[src/rtl/afifo_pkg.sv]
// Shared types for the async-FIFO read-side burst packer: FSM states and output queue entry.
package afifo_pkg;

    localparam int DATA_W_DEF = 32;

    typedef enum logic {
        READ  = 1'b0,
        TRAIL = 1'b1
    } burst_state_e;

    typedef struct packed {
        logic                  last;
        logic [DATA_W_DEF-1:0] data;
    } oq_entry_t;

endpackage

[src/rtl/afifo_rd_burst_packer_if.sv]
// FIFO read port plus valid/ready output stream of the burst packer.
interface afifo_rd_burst_packer_if
    import afifo_pkg::*;
#(
    parameter int DATA_W = DATA_W_DEF
);
    logic              fifo_empty;
    logic [DATA_W-1:0] data_out;
    logic              rd_en;
    logic              m_valid;
    logic              m_ready;
    logic [DATA_W-1:0] m_data;
    logic              m_last;

    modport master (
        input  fifo_empty, data_out, m_ready,
        output rd_en, m_valid, m_data, m_last
    );

    modport slave (
        output fifo_empty, data_out, m_ready,
        input  rd_en, m_valid, m_data, m_last
    );
endinterface

[src/rtl/afifo_rd_oq.sv]
// Small synchronous circular queue with push/pop/count; DEPTH must be a power of 2.
module afifo_rd_oq
    import afifo_pkg::*;
#(
    parameter type entry_t = oq_entry_t,
    parameter int  DEPTH   = 4
) (
    input  logic                     rd_clk,
    input  logic                     reset,
    input  logic                     push,
    input  entry_t                   push_entry,
    input  logic                     pop,
    output entry_t                   head,
    output logic [$clog2(DEPTH):0]   count
);
    localparam int AW = $clog2(DEPTH);

    entry_t         mem [DEPTH];
    logic [AW-1:0]  wr_ptr;
    logic [AW-1:0]  rd_ptr;

    always_ff @(posedge rd_clk) begin
        if (push) begin
            mem[wr_ptr] <= push_entry;
        end
    end

    // Pointers wrap naturally because DEPTH is a power of 2.
    always_ff @(posedge rd_clk) begin
        if (reset) begin
            wr_ptr <= '0;
            rd_ptr <= '0;
            count  <= '0;
        end else begin
            if (push) begin
                wr_ptr <= wr_ptr + AW'(1);
            end
            if (pop) begin
                rd_ptr <= rd_ptr + AW'(1);
            end
            case ({push, pop})
                2'b10:   count <= count + (AW+1)'(1);
                2'b01:   count <= count - (AW+1)'(1);
                default: count <= count;
            endcase
        end
    end

    assign head = mem[rd_ptr];

endmodule

[src/rtl/afifo_rd_burst_packer.sv]
// Pops FIFO words into bursts of BURST_LEN beats, each closed by a checksum trailer (m_last=1);
// partial bursts are flushed after FLUSH_TIMEOUT empty cycles.
module afifo_rd_burst_packer
    import afifo_pkg::*;
#(
    parameter int DATA_W        = DATA_W_DEF,
    parameter int BURST_LEN     = 8,
    parameter int FLUSH_TIMEOUT = 64,
    parameter int OQ_DEPTH      = 4
) (
    input  logic                    rd_clk,
    input  logic                    reset,
    afifo_rd_burst_packer_if.master bus,
    output logic [15:0]             burst_count
);
    localparam int CW = $clog2(BURST_LEN + 1);
    localparam int TW = $clog2(FLUSH_TIMEOUT + 1);
    localparam int QW = $clog2(OQ_DEPTH) + 1;

    localparam logic [CW-1:0] BURST_LEN_C = CW'(BURST_LEN);
    localparam logic [TW-1:0] TIMEOUT_C   = TW'(FLUSH_TIMEOUT);
    localparam logic [QW:0]   DEPTH_C     = (QW+1)'(OQ_DEPTH);

    typedef struct packed {
        logic              last;
        logic [DATA_W-1:0] data;
    } oq_ent_t;

    burst_state_e      state;
    burst_state_e      state_nxt;
    logic [CW-1:0]     issued;
    logic [CW-1:0]     rcvd;
    logic [TW-1:0]     empty_timer;
    logic [DATA_W-1:0] sum;
    logic              inflight;
    logic              rd_en_c;
    logic              trail_push;
    logic              oq_push;
    logic              oq_pop;
    logic [QW-1:0]     oq_count;
    logic [QW:0]       occupancy;
    oq_ent_t           oq_wdata;
    oq_ent_t           oq_head;

    afifo_rd_oq #(
        .entry_t (oq_ent_t),
        .DEPTH   (OQ_DEPTH)
    ) u_oq (
        .rd_clk     (rd_clk),
        .reset      (reset),
        .push       (oq_push),
        .push_entry (oq_wdata),
        .pop        (oq_pop),
        .head       (oq_head),
        .count      (oq_count)
    );

    // A read is only issued when a queue slot is free for its returning word.
    always_comb begin
        occupancy  = {1'b0, oq_count} + (QW+1)'(inflight);
        rd_en_c    = !reset && (state == READ) && !bus.fifo_empty &&
                     (issued < BURST_LEN_C) && (occupancy < DEPTH_C);
        trail_push = (state == TRAIL) && !inflight && ({1'b0, oq_count} < DEPTH_C);
        oq_push    = inflight || trail_push;
        oq_wdata   = {trail_push, (trail_push ? sum : bus.data_out)};
        oq_pop     = bus.m_valid && bus.m_ready;

        state_nxt = state;
        unique case (state)
            READ: begin
                if (inflight && (rcvd + CW'(1) == BURST_LEN_C)) begin
                    state_nxt = TRAIL;
                end else if ((rcvd != '0) && !inflight && (empty_timer == TIMEOUT_C)) begin
                    state_nxt = TRAIL;
                end
            end
            TRAIL: begin
                if (trail_push) begin
                    state_nxt = READ;
                end
            end
            default: state_nxt = READ;
        endcase
    end

    always_ff @(posedge rd_clk) begin
        if (reset) begin
            state <= READ;
        end else begin
            state <= state_nxt;
        end
    end

    always_ff @(posedge rd_clk) begin
        if (reset) begin
            issued      <= '0;
            rcvd        <= '0;
            empty_timer <= '0;
            sum         <= '0;
            inflight    <= 1'b0;
            burst_count <= '0;
        end else begin
            inflight <= rd_en_c;
            if (trail_push) begin
                issued      <= '0;
                rcvd        <= '0;
                sum         <= '0;
                burst_count <= burst_count + 16'd1;
            end else begin
                if (rd_en_c) begin
                    issued <= issued + CW'(1);
                end
                if (inflight) begin
                    rcvd <= rcvd + CW'(1);
                    sum  <= sum + bus.data_out;
                end
            end
            if ((state != READ) || !bus.fifo_empty) begin
                empty_timer <= '0;
            end else if (empty_timer != TIMEOUT_C) begin
                empty_timer <= empty_timer + TW'(1);
            end
        end
    end

    // Head is masked when empty so stale queue contents never reach the outputs.
    assign bus.rd_en   = rd_en_c;
    assign bus.m_valid = (oq_count != '0);
    assign bus.m_data  = bus.m_valid ? oq_head.data : '0;
    assign bus.m_last  = bus.m_valid && oq_head.last;

endmodule

[src/flat_wrapper.sv]
// flat-port wrapper written by rule: the top's interface ports become plain ports
module afifo_rd_burst_packer_flat import afifo_pkg::*;
#(
    parameter int DATA_W        = DATA_W_DEF,
    parameter int BURST_LEN     = 8,
    parameter int FLUSH_TIMEOUT = 64,
    parameter int OQ_DEPTH      = 4
)
  (rd_clk, reset, burst_count, bus_fifo_empty, bus_data_out, bus_m_ready, bus_rd_en, bus_m_valid, bus_m_data, bus_m_last);
  afifo_rd_burst_packer_if #(.DATA_W(DATA_W)) bus_i ();
  input  logic rd_clk;
  input  logic reset;
  output logic [15:0] burst_count;
  input wire logic [$bits(bus_i.fifo_empty)-1:0] bus_fifo_empty;
  input wire logic [$bits(bus_i.data_out)-1:0] bus_data_out;
  input wire logic [$bits(bus_i.m_ready)-1:0] bus_m_ready;
  output wire logic [$bits(bus_i.rd_en)-1:0] bus_rd_en;
  output wire logic [$bits(bus_i.m_valid)-1:0] bus_m_valid;
  output wire logic [$bits(bus_i.m_data)-1:0] bus_m_data;
  output wire logic [$bits(bus_i.m_last)-1:0] bus_m_last;
  assign bus_i.fifo_empty = bus_fifo_empty;
  assign bus_i.data_out = bus_data_out;
  assign bus_i.m_ready = bus_m_ready;
  assign bus_rd_en = bus_i.rd_en;
  assign bus_m_valid = bus_i.m_valid;
  assign bus_m_data = bus_i.m_data;
  assign bus_m_last = bus_i.m_last;
  afifo_rd_burst_packer #(.DATA_W(DATA_W), .BURST_LEN(BURST_LEN), .FLUSH_TIMEOUT(FLUSH_TIMEOUT), .OQ_DEPTH(OQ_DEPTH)) u_core (.rd_clk(rd_clk), .reset(reset), .bus(bus_i), .burst_count(burst_count));
endmodule
[config.mk]
export PLATFORM = sky130hd
export DESIGN_NAME = afifo_rd_burst_packer_flat
export DESIGN_NICKNAME = d
export VERILOG_FILES = /design/src/rtl/afifo_pkg.sv /design/src/rtl/afifo_rd_burst_packer_if.sv /design/src/rtl/afifo_rd_oq.sv /design/src/rtl/afifo_rd_burst_packer.sv /design/src/flat_wrapper.sv
export SDC_FILE = /design/constraint.sdc
export NUM_CORES = 1
export LEC_CHECK = 0
export CELL_PAD_IN_SITES_DETAIL_PLACEMENT = 1
export CELL_PAD_IN_SITES_GLOBAL_PLACEMENT = 2
export CORE_MARGIN = 4
export CORE_UTILIZATION = 30
export CTS_CLUSTER_SIZE = 16
export DETAILED_ROUTE_END_ITERATION = 6
export PLACE_DENSITY = 0.64
export SLEW_MARGIN = 40
export SYNTH_ARGS = -nofsm -noshare
export SYNTH_HDL_FRONTEND = slang
export SYNTH_HIERARCHICAL = 1
export SYNTH_SLANG_ARGS = --single-unit
[constraint.sdc]
create_clock -name rd_clk -period 2.59 [get_ports rd_clk]
set_clock_uncertainty 0.15 [all_clocks]
set_input_delay 0.518 -clock rd_clk [delete_from_list [all_inputs] [get_ports rd_clk]]
set_output_delay 0.518 -clock rd_clk [all_outputs]
set_load 0.02 [all_outputs]
After elaboration in Yosys (flattened, before gate mapping)
Memories as Yosys holds them, arrays and structs flattened. A register that Yosys moved wholly into a read port is not among the register bits.
Index checks and enable logic that the tools add are counted.
{"block": "op_classes", "addsub": 10, "order_cmp": 3, "n_eq_ne": 5, "muxes": 11, "n_bitwise": 1, "reduce_logical": 21}
{"operator": "$mux W32", "count": 2}
{"operator": "$add A32 B32 Y32", "count": 1}
{"operator": "$add A16 B1 Y16 const B", "count": 1}
{"operator": "$logic_and A1 B1 Y1", "count": 11}
{"operator": "$add A4 B1 Y4 const B", "count": 2}
{"operator": "$add A7 B1 Y7 const B", "count": 1}
{"operator": "$eq A7 B7 Y1 const B", "count": 1}
{"operator": "$ne A7 B7 Y1 const B", "count": 1}
{"operator": "$pmux W3 S2", "count": 1}
{"operator": "$mux W1", "count": 5}
{"operator": "$add A2 B1 Y2 const B", "count": 2}
{"operator": "$add A3 B1 Y4", "count": 1}
{"operator": "$eq A4 B4 Y1 const B", "count": 1}
{"operator": "$lt A4 B3 Y1 const B", "count": 1}
{"operator": "$lt A4 B4 Y1 const B", "count": 1}
{"operator": "$mux W2", "count": 2}
{"operator": "$reduce_bool A4 Y1", "count": 1}
{"operator": "$reduce_or A2 Y1", "count": 2}
{"operator": "$add A3 B1 Y3 const B", "count": 1}
{"operator": "$logic_not A1 Y1", "count": 3}
{"operator": "$lt A3 B3 Y1 const B", "count": 1}
{"operator": "$reduce_bool A3 Y1", "count": 1}
{"operator": "$sub A3 B1 Y3 const B", "count": 1}
{"operator": "$eq A2 B1 Y1 const B", "count": 1}
{"operator": "5 further kinds", "count": 6}
{"block": "totals", "register_bits": 72, "mem_bits_rw": 132, "in_bits": 36, "out_inout_bits": 51, "elab_cells": 62, "mem_count": 1}
{"memory": "u_core.u_oq.mem", "words": 4, "word_bits": 33, "rd": 1, "rd_clocked_by_memory_dff": 1, "wr": 1, "line_no": "afifo_rd_oq.sv:18", "source": "entry_t mem [DEPTH];"}

Logic depth before layout (Yosys ltp)
Gate-level depths: netlist of the first run.
{"block": "depth", "ltp_word": 6, "ltp_mapped": 11, "ltp_nobuf": 11}

Modules after synthesis
Netlist of the first run, hierarchy kept.
{"module": "afifo_rd_oq", "n_inst": 1, "cells_per_inst": 218, "area_each_um2": 5231.3, "seq_area_each_um2": 4144.0}
{"module": "afifo_rd_burst_packer", "n_inst": 1, "cells_per_inst": 554, "area_each_um2": 4635.7, "seq_area_each_um2": 1301.2}

Worst setup path after synthesis of the first run
OpenSTA, ideal clock, no wires.
{"block": "synth_timing", "kind": "input -> register", "start": "input bus_data_out[0]", "end": "register u_core.sum[30]", "setup_ns": 0.129, "t_arrival_ns": 2.568, "t_required_ns": 2.311, "slack_ns": -0.257, "path_stages": 11, "n_path_buf": 0, "path_cell_list": "ha_1 fa_1 a21o_1 a31o_2 o21ai_1 a21oi_1 nor2_1 o21ai_0 a41oi_1 xor2_1 o21ai_0"}
{"block": "synth_between", "elab_chain_cells": 1}
{"element": "start, declared", "line_no": "flat_wrapper.sv:15", "source": "input wire logic [$bits(bus_i.data_out)-1:0] bus_data_out;"}
{"element": "$add A32 B32 Y32", "line_no": "afifo_rd_burst_packer.sv:115", "source": "sum <= sum + bus.data_out;"}
{"element": "end signal, assigned", "line_no": "afifo_rd_burst_packer.sv:115"}
{"element": "end, declared", "line_no": "afifo_rd_burst_packer.sv:34", "source": "logic [DATA_W-1:0] sum;"}
Every way passes these cells.
A chain may end at the register's enable or synchronous reset.

==> out/metrics.cfg, run 1 <==
[outcome]
status=complete, but fails checks
failed_checks=setup timing

[worst_setup_path]
critPathRequiredTime_ns=1.92
worst_path_max_delay_cell=mux4_2
critPathCaptureType=primary output
cp.depth=5
critical-path-top-delay-family=multiplexers
arrival_ns=1.99
r2r_slack_ns=0.01
slowest_delay_ns=0.47
critPathKind=flop to primary output
critPathMaxFanout=6
crit_top_cell=buf_4
path_buf_inv=3
reg2regPathDepth=12
setup.worst_path.start_class=flop
path_cells=buf_12 > buf_4 > mux4_2 > nor2b_1 > buf_4

[detailed_routing]
routed_via_density=4.70
dr.pass1.iters=4
dr_wl_met2_um=12800
routed-wl-met3_um=810
top_layer=met4
wl_met1_um=11800
vias=6785
drt-initial-drc-count=225
drc_errors=0
routed_wl_um=25800
wire_per_inst_um=17.9
detail-route-antenna-nets=0

[synth]
syn_area_um2=9870
synthCells=772
yosysTopAreaCellShare=0.402
synth_largest_area_cell=edfxtp_1
ys_types=62
synth_area_per_cell_um2=12.8
ys_seq_elements=206
ys_warn_count=6
synth_ff_type=edfxtp_1
synth_nets=853
synth_enable_flop_cells=132
ys_top_cells_by_area=edfxtp_1 40%, dfxtp_1 15%, mux4_2 6.8%
synthArstFlopShare=0
synth-seq-area-share=0.552

[global_route]
grtUsageTotal=0.141
overflow=0
grt_pass1_vias=7092
grt_pass1_wl_um=40200
antenna_found_initial=0
grt_max_degree=28

[timing]
layout_min_cycle_time_ns=2.66
finalCritPeriodShare=1.03
timing.setup.tns_ns=-0.583
slew_viol_final=0
fmax_mhz=376
rsz0062_at_grt=yes
max_slew_margin=0.727
hold_violations=0
hold-worst-slack_ns=0.330
tightest_slew_ns=0.406
worst_slack_ns=-0.0715
setup_viol=19

[die]
start_util=0.304
dieWidth_um=189
dieArea_um2=35900
dieHeight_um=189
fp.coreArea_um2=32500
ios=87
row_count=66

[pwr]
powerDensity_nw_per_um2=810
pwr-share-clk=0.294
pwr-share-comb=0.349
p_seq_frac=0.357
vdd_ir_drop_max_mv=0.492
internal_power_mw=7.45
p_leak_nw=5.05
swShare=0.313
p_switching_mw=3.39

[clock_tree]
clkTransAtPathRegs_ns=0.06
cts.sinks=206
clkLatencyLatePin_ns=0.52
cts-root-buf=clkbuf_16
cts_tree=yes
clock_path_buffers=3
h-tree-depth=1
numCtsBuffers=25

[finish]
final_common_cell=edfxtp_1
layout_common_cells=132 x edfxtp_1, 123 x buf_4, 71 x dfxtp_1
drive_gt1_frac=0.338
area_growth_pct=35.5
fin_area_um2=13400
layout.nets=1064
antenna_cells=0

[placement]
io_buffers=86
place_congestion=0.756
hpwlAfterDp_um=17600
placed_area_um2=12100

[flow_run]
drv_cap=0

[min_path]
holdPathStages=2
hold_class=flop to flop

-- cell type report --
class                      count  area [um^2]
fill                        3412        19100
sequential                   206         5450
multi-input combinational    519         4660
timing repair buffer         214         1900
clock buffer                  37          701
tap                          442          553
inverter                      17         63.8
clock inverter                 8         41.3
-- cells in the mapped netlist (3+ instances only) --
cell      count
mux2_2       31
and2_1        9
nor2b_1      39
a31oi_1       7
dfxtp_1      74
and3_1        9
a21oi_1      34
o21bai_1      6
buf_2         4
or3_1         4
nor2_1       67
mux4_2       30
nand3_1      17
nor3_1        5
nand2b_1      7
ha_1         43
mux4_1        3
clkbuf_1     20
o21ai_1       4
a211oi_1      4
edfxtp_1    132
xnor2_1      21
mux2i_1      20
a21o_1       10
o21ai_0      26
xor2_1       33
nand4_1       5
buf_12        3
inv_1        17
nand2_1      47
-- what timing repair did --
action | CTS | global route
hold buffers | 0 | 0
gates resized for setup | 170 | 94
setup buffers | 7 | 3
setup endpoints to repair | 53 | 52
pin swaps | 20 | 29
hold endpoints to repair | 0 | 0
cloned | 2 | 0
-- power by group through the flow --
stage | combinational [mW] | sequential, mW | clock, mW
final | 3.78 | 3.87 | 3.19
after global routing | 4.11 | 3.89 | 3.47
after CTS | 3.60 | 3.85 | 3.32
after detailed placement | 3.52 | 3.90 | 0
after global placement | 3.51 | 3.89 | 0
after floorplan | 2.04 | 3.85 | 0
-- per-stage QoR --
step / setup slack (ns) / utilization / cells / total power [mW]
detailed placement: -0.888 / 0.374 / 1389 / 7.42
global route: -0.129 / 0.412 / 1443 / 11.5
global placement: -0.849 / 0.374 / 1389 / 7.40
floorplan: -0.0377 / - / 772 / 5.88
CTS: -0.149 / 0.400 / 1443 / 10.8
finish: -0.0715 / 0.412 / 1443 / 10.8
-- path summary, 6_finish.rpt --
path                               start                     endpoint
max                                 flop               bus_m_data[18]
min          u_core/sum[24]$_SDFFE_PP0P_  u_core/sum[24]$_SDFFE_PP0P_
max reg2reg   u_core/sum[0]$_SDFFE_PP0P_  u_core/sum[14]$_SDFFE_PP0P_
min reg2reg  u_core/sum[24]$_SDFFE_PP0P_  u_core/sum[24]$_SDFFE_PP0P_
-- logic make-up (layout without fill, tap and decap cells) --
kind of cell	after synthesis	in the layout	synth area share
compound gates	117	117	0.0766
xor+xnor	54	54	0.0479
fa+ha+maj	45	45	0.0586
flops	206	206	0.552
mux	84	84	0.132
buf+inv	47	276	0.0241
simple gates	219	219	0.109
-- worst min-delay path, delay by kind of cell (launching register included) --
family | cells | cell delay, ns
AOI/OAI and AO/OA | 1 | 0.06
and+or+nand+nor | 1 | 0.05
DFF | 1 | 0.32
-- registers in the layout, indices dropped and copies added, names as in the netlist, named ones only --
register,cells
u_core/u_oq/mem,132
u_core/sum,32
u_core/burst_count,16
u_core/empty_timer,7
u_core/issued,4
u_core/rcvd,4
u_core/u_oq/count,3
u_core/u_oq/rd_ptr,2
u_core/u_oq/wr_ptr,2
u_core/inflight,1
u_core/state,1
-- per-layer routing --
metal	vias to the layer above	GRT usage
met5	-	0
met4	0	0.0273
met3	28	0.0203
met2	75	0.246
met1	3401	0.187
li1	3281	-
(Power assumes the default switching activity.)
==> inputs of run 2 (changes only) <==
TNS_END_PERCENT = 1   (was default)
==> out/metrics.cfg, run 2 (synthesis results as in run 1) <==
[pwr]
vdd_ir_drop_max_mv=0.598  ; was 0.492 mV
finalPower_mw=10.9  ; was 10.8 mW
p_leak_nw=4.85  ; was 5.05 nW
powerDensity_nw_per_um2=838  ; was 810 nW/um^2

[outcome]
status=complete, but fails checks  ; unchanged
failed_checks=setup timing  ; unchanged

[die]
dieWidth_um=189  ; unchanged
fp.coreArea_um2=32500  ; unchanged
dieHeight_um=189  ; unchanged
row_count=66  ; unchanged
ios=87  ; unchanged
dieArea_um2=35900  ; unchanged
start_util=0.304  ; unchanged

[timing]
tightest_slew_ns=0.455  ; was 0.406 ns
layout_min_cycle_time_ns=2.73  ; was 2.66 ns
worst_slack_ns=-0.140  ; was -0.0715 ns
slew_viol_final=0  ; unchanged
fmax_mhz=366  ; was 376 MHz
rsz0062_at_grt=yes  ; unchanged
finalCritPeriodShare=1.05  ; was 1.03
hold_violations=0  ; unchanged
max_slew_margin=0.693  ; was 0.727
hold-worst-slack_ns=0.322  ; was 0.330 ns
setup_viol=37  ; was 19

[clock_tree]
clkLatencyLatePin_ns=0.52  ; about the same
cts.sinks=206  ; unchanged
cts_tree=yes  ; unchanged
numCtsBuffers=25  ; unchanged
h-tree-depth=1  ; unchanged
clock_path_buffers=3  ; unchanged
cts-root-buf=clkbuf_16  ; unchanged
clkTransAtPathRegs_ns=0.06  ; about the same
cts_hold_buf=0  ; unchanged

[finish]
reg.largest.list=u_core/u_oq/mem: 132 flops, u_core/sum: 32 flops, u_core/burst_count: 16 flops  ; unchanged
area_growth_pct=32.1  ; was 35.5%
fill_cells=3468  ; was 3,412
antenna_cells=0  ; unchanged
final_common_cell=edfxtp_1  ; unchanged
fin_area_um2=13000  ; was 13,400 um^2
layout.nets=1055  ; was 1,064
largest_reg_flops=132  ; unchanged
top_register=u_core/u_oq/mem  ; unchanged
drive_gt1_frac=0.295  ; was 0.338
layout_common_cells=132 x edfxtp_1, 113 x buf_4, 72 x dfxtp_1  ; was 132 x edfxtp_1, 123 x buf_4, 71 x dfxtp_1

[worst_setup_path]
r2r-end=u_core/sum[24]$_SDFFE_PP0P_  ; was u_core/sum[14]$_SDFFE_PP0P_
r2r_start=u_core/sum[0]$_SDFFE_PP0P_  ; unchanged
arrival_ns=2.06  ; was 1.99 ns
setup.worst_path.start_class=flop  ; unchanged
r2r_slack_ns=0.01  ; about the same
critPathMaxFanout=4  ; was 6
critPathKind=flop to primary output  ; unchanged
reg2regPathDepth=11  ; was 12
critPathRequiredTime_ns=1.92  ; about the same
critPathCaptureType=primary output  ; unchanged

[detailed_routing]
detail-route-antenna-nets=0  ; unchanged
drt-initial-drc-count=265  ; was 225
routed_via_density=4.67  ; was 4.70
wire_per_inst_um=18.3  ; was 17.9 um
routed_wl_um=26300  ; was 25,800 um
dr.pass1.iters=4  ; unchanged
vias=6685  ; was 6,785
drc_errors=0  ; unchanged

[flow_run]
drv_cap=0  ; unchanged

[min_path]
hold_class=flop to flop  ; unchanged
worstHoldStart=u_core/sum[19]$_SDFFE_PP0P_  ; was u_core/sum[24]$_SDFFE_PP0P_
holdPathStages=2  ; unchanged
whs_endpoint=u_core/sum[19]$_SDFFE_PP0P_  ; was u_core/sum[24]$_SDFFE_PP0P_

[global_route]
overflow=0  ; unchanged
grt_pass1_vias=7197  ; was 7,092
antenna_found_initial=1  ; was 0
grtUsageTotal=0.146  ; was 0.141
grt_pass1_wl_um=41300  ; was 40,200 um
grt_max_degree=40  ; was 28

[placement]
place_congestion=0.781  ; was 0.756
hpwlAfterDp_um=17900  ; was 17,600 um
placed_area_um2=12000  ; was 12,100 um^2
io_buffers=86  ; unchanged

run 2: cell count changes in the layout (fill, tap and decap cells not counted), sizes merged:
cell,change
buf,-9
bufinv,+2
clkbuf,-1
clkdlybuf4s50,+15
clkinv,-4
clkinvlp,+1
dlygate4sd2,-1
dlymetal6s2s,-13
run 2: cell type report:
class	count	area, um^2	area share
Inverter	17	63.8	0.00490
Clock buffer	37	691	0.0530
Multi-Input combinational cell	519	4360	0.334
Clock inverter	7	90.1	0.00691
Tap cell	442	553	0.0424
Timing Repair Buffer	205	1830	0.140
Sequential cell	206	5450	0.418
run 2: power breakdown:
group / switching [mW] / internal, mW / leakage, nW
clock network: 1.32 / 2.03 / 0.375
registers: 0.135 / 3.70 / 1.80
logic: 1.90 / 1.84 / 2.67
total: 3.35 / 7.57 / 4.85
run 2: worst max-delay path by stage:
stage | startpoint | end | slack (ns) | cells past startpoint
2_1_floorplan | bus_data_out[0] | u_core/sum[28]$_SDFFE_PP0P_ | -0.04 | 11
3_3_place_gp | bus_data_out[0] | u_core/sum[30]$_SDFFE_PP0P_ | -0.79 | 12
3_5_place_dp | bus_data_out[0] | u_core/sum[30]$_SDFFE_PP0P_ | -0.84 | 12
4_1_cts | flop | bus_m_data[1] | -0.23 | 5
5_1_grt | flop | bus_m_data[16] | -0.22 | 6
6_report | flop | bus_m_data[16] | -0.14 | 6
run 2: per-layer routing:
layer  wire length, um  vias to the layer above  GRT usage
met1             12300                     3307      0.194
met3               840                       29     0.0218
li1                  -                     3259          -
met4               451                        2     0.0309
met2             12700                       88      0.253
met5                11                        -          0
run 2: metrics by stage:
stage | utilization | instances | setup TNS (ns) | setup WS (ns)
2_1_floorplan | - | 772 | -0.0733 | -0.0377
3_3_place_gp | 0.371 | 1378 | -15.63 | -0.792
3_5_place_dp | 0.371 | 1378 | -16.16 | -0.837
4_1_cts | 0.400 | 1430 | -5.15 | -0.233
5_1_grt | 0.402 | 1433 | -6.71 | -0.222
6_report | 0.402 | 1433 | -2.31 | -0.140
run 2: worst max-delay path, stage by stage, from the launching register on:
cell and delay (ns):
dfxtp_4 0.40, buf_12 0.14, buf_16 0.13, buf_6 0.09, mux4_2 0.50, nor2b_4 0.15
buf_6 0.13
run 2: what timing repair did:
item                                    in CTS  in global routing
gates cloned                                 4                  0
resized for setup                          153                 33
setup buffers                                4                  3
endpoints found under the setup margin      55                 53
pin swaps                                    8                  4
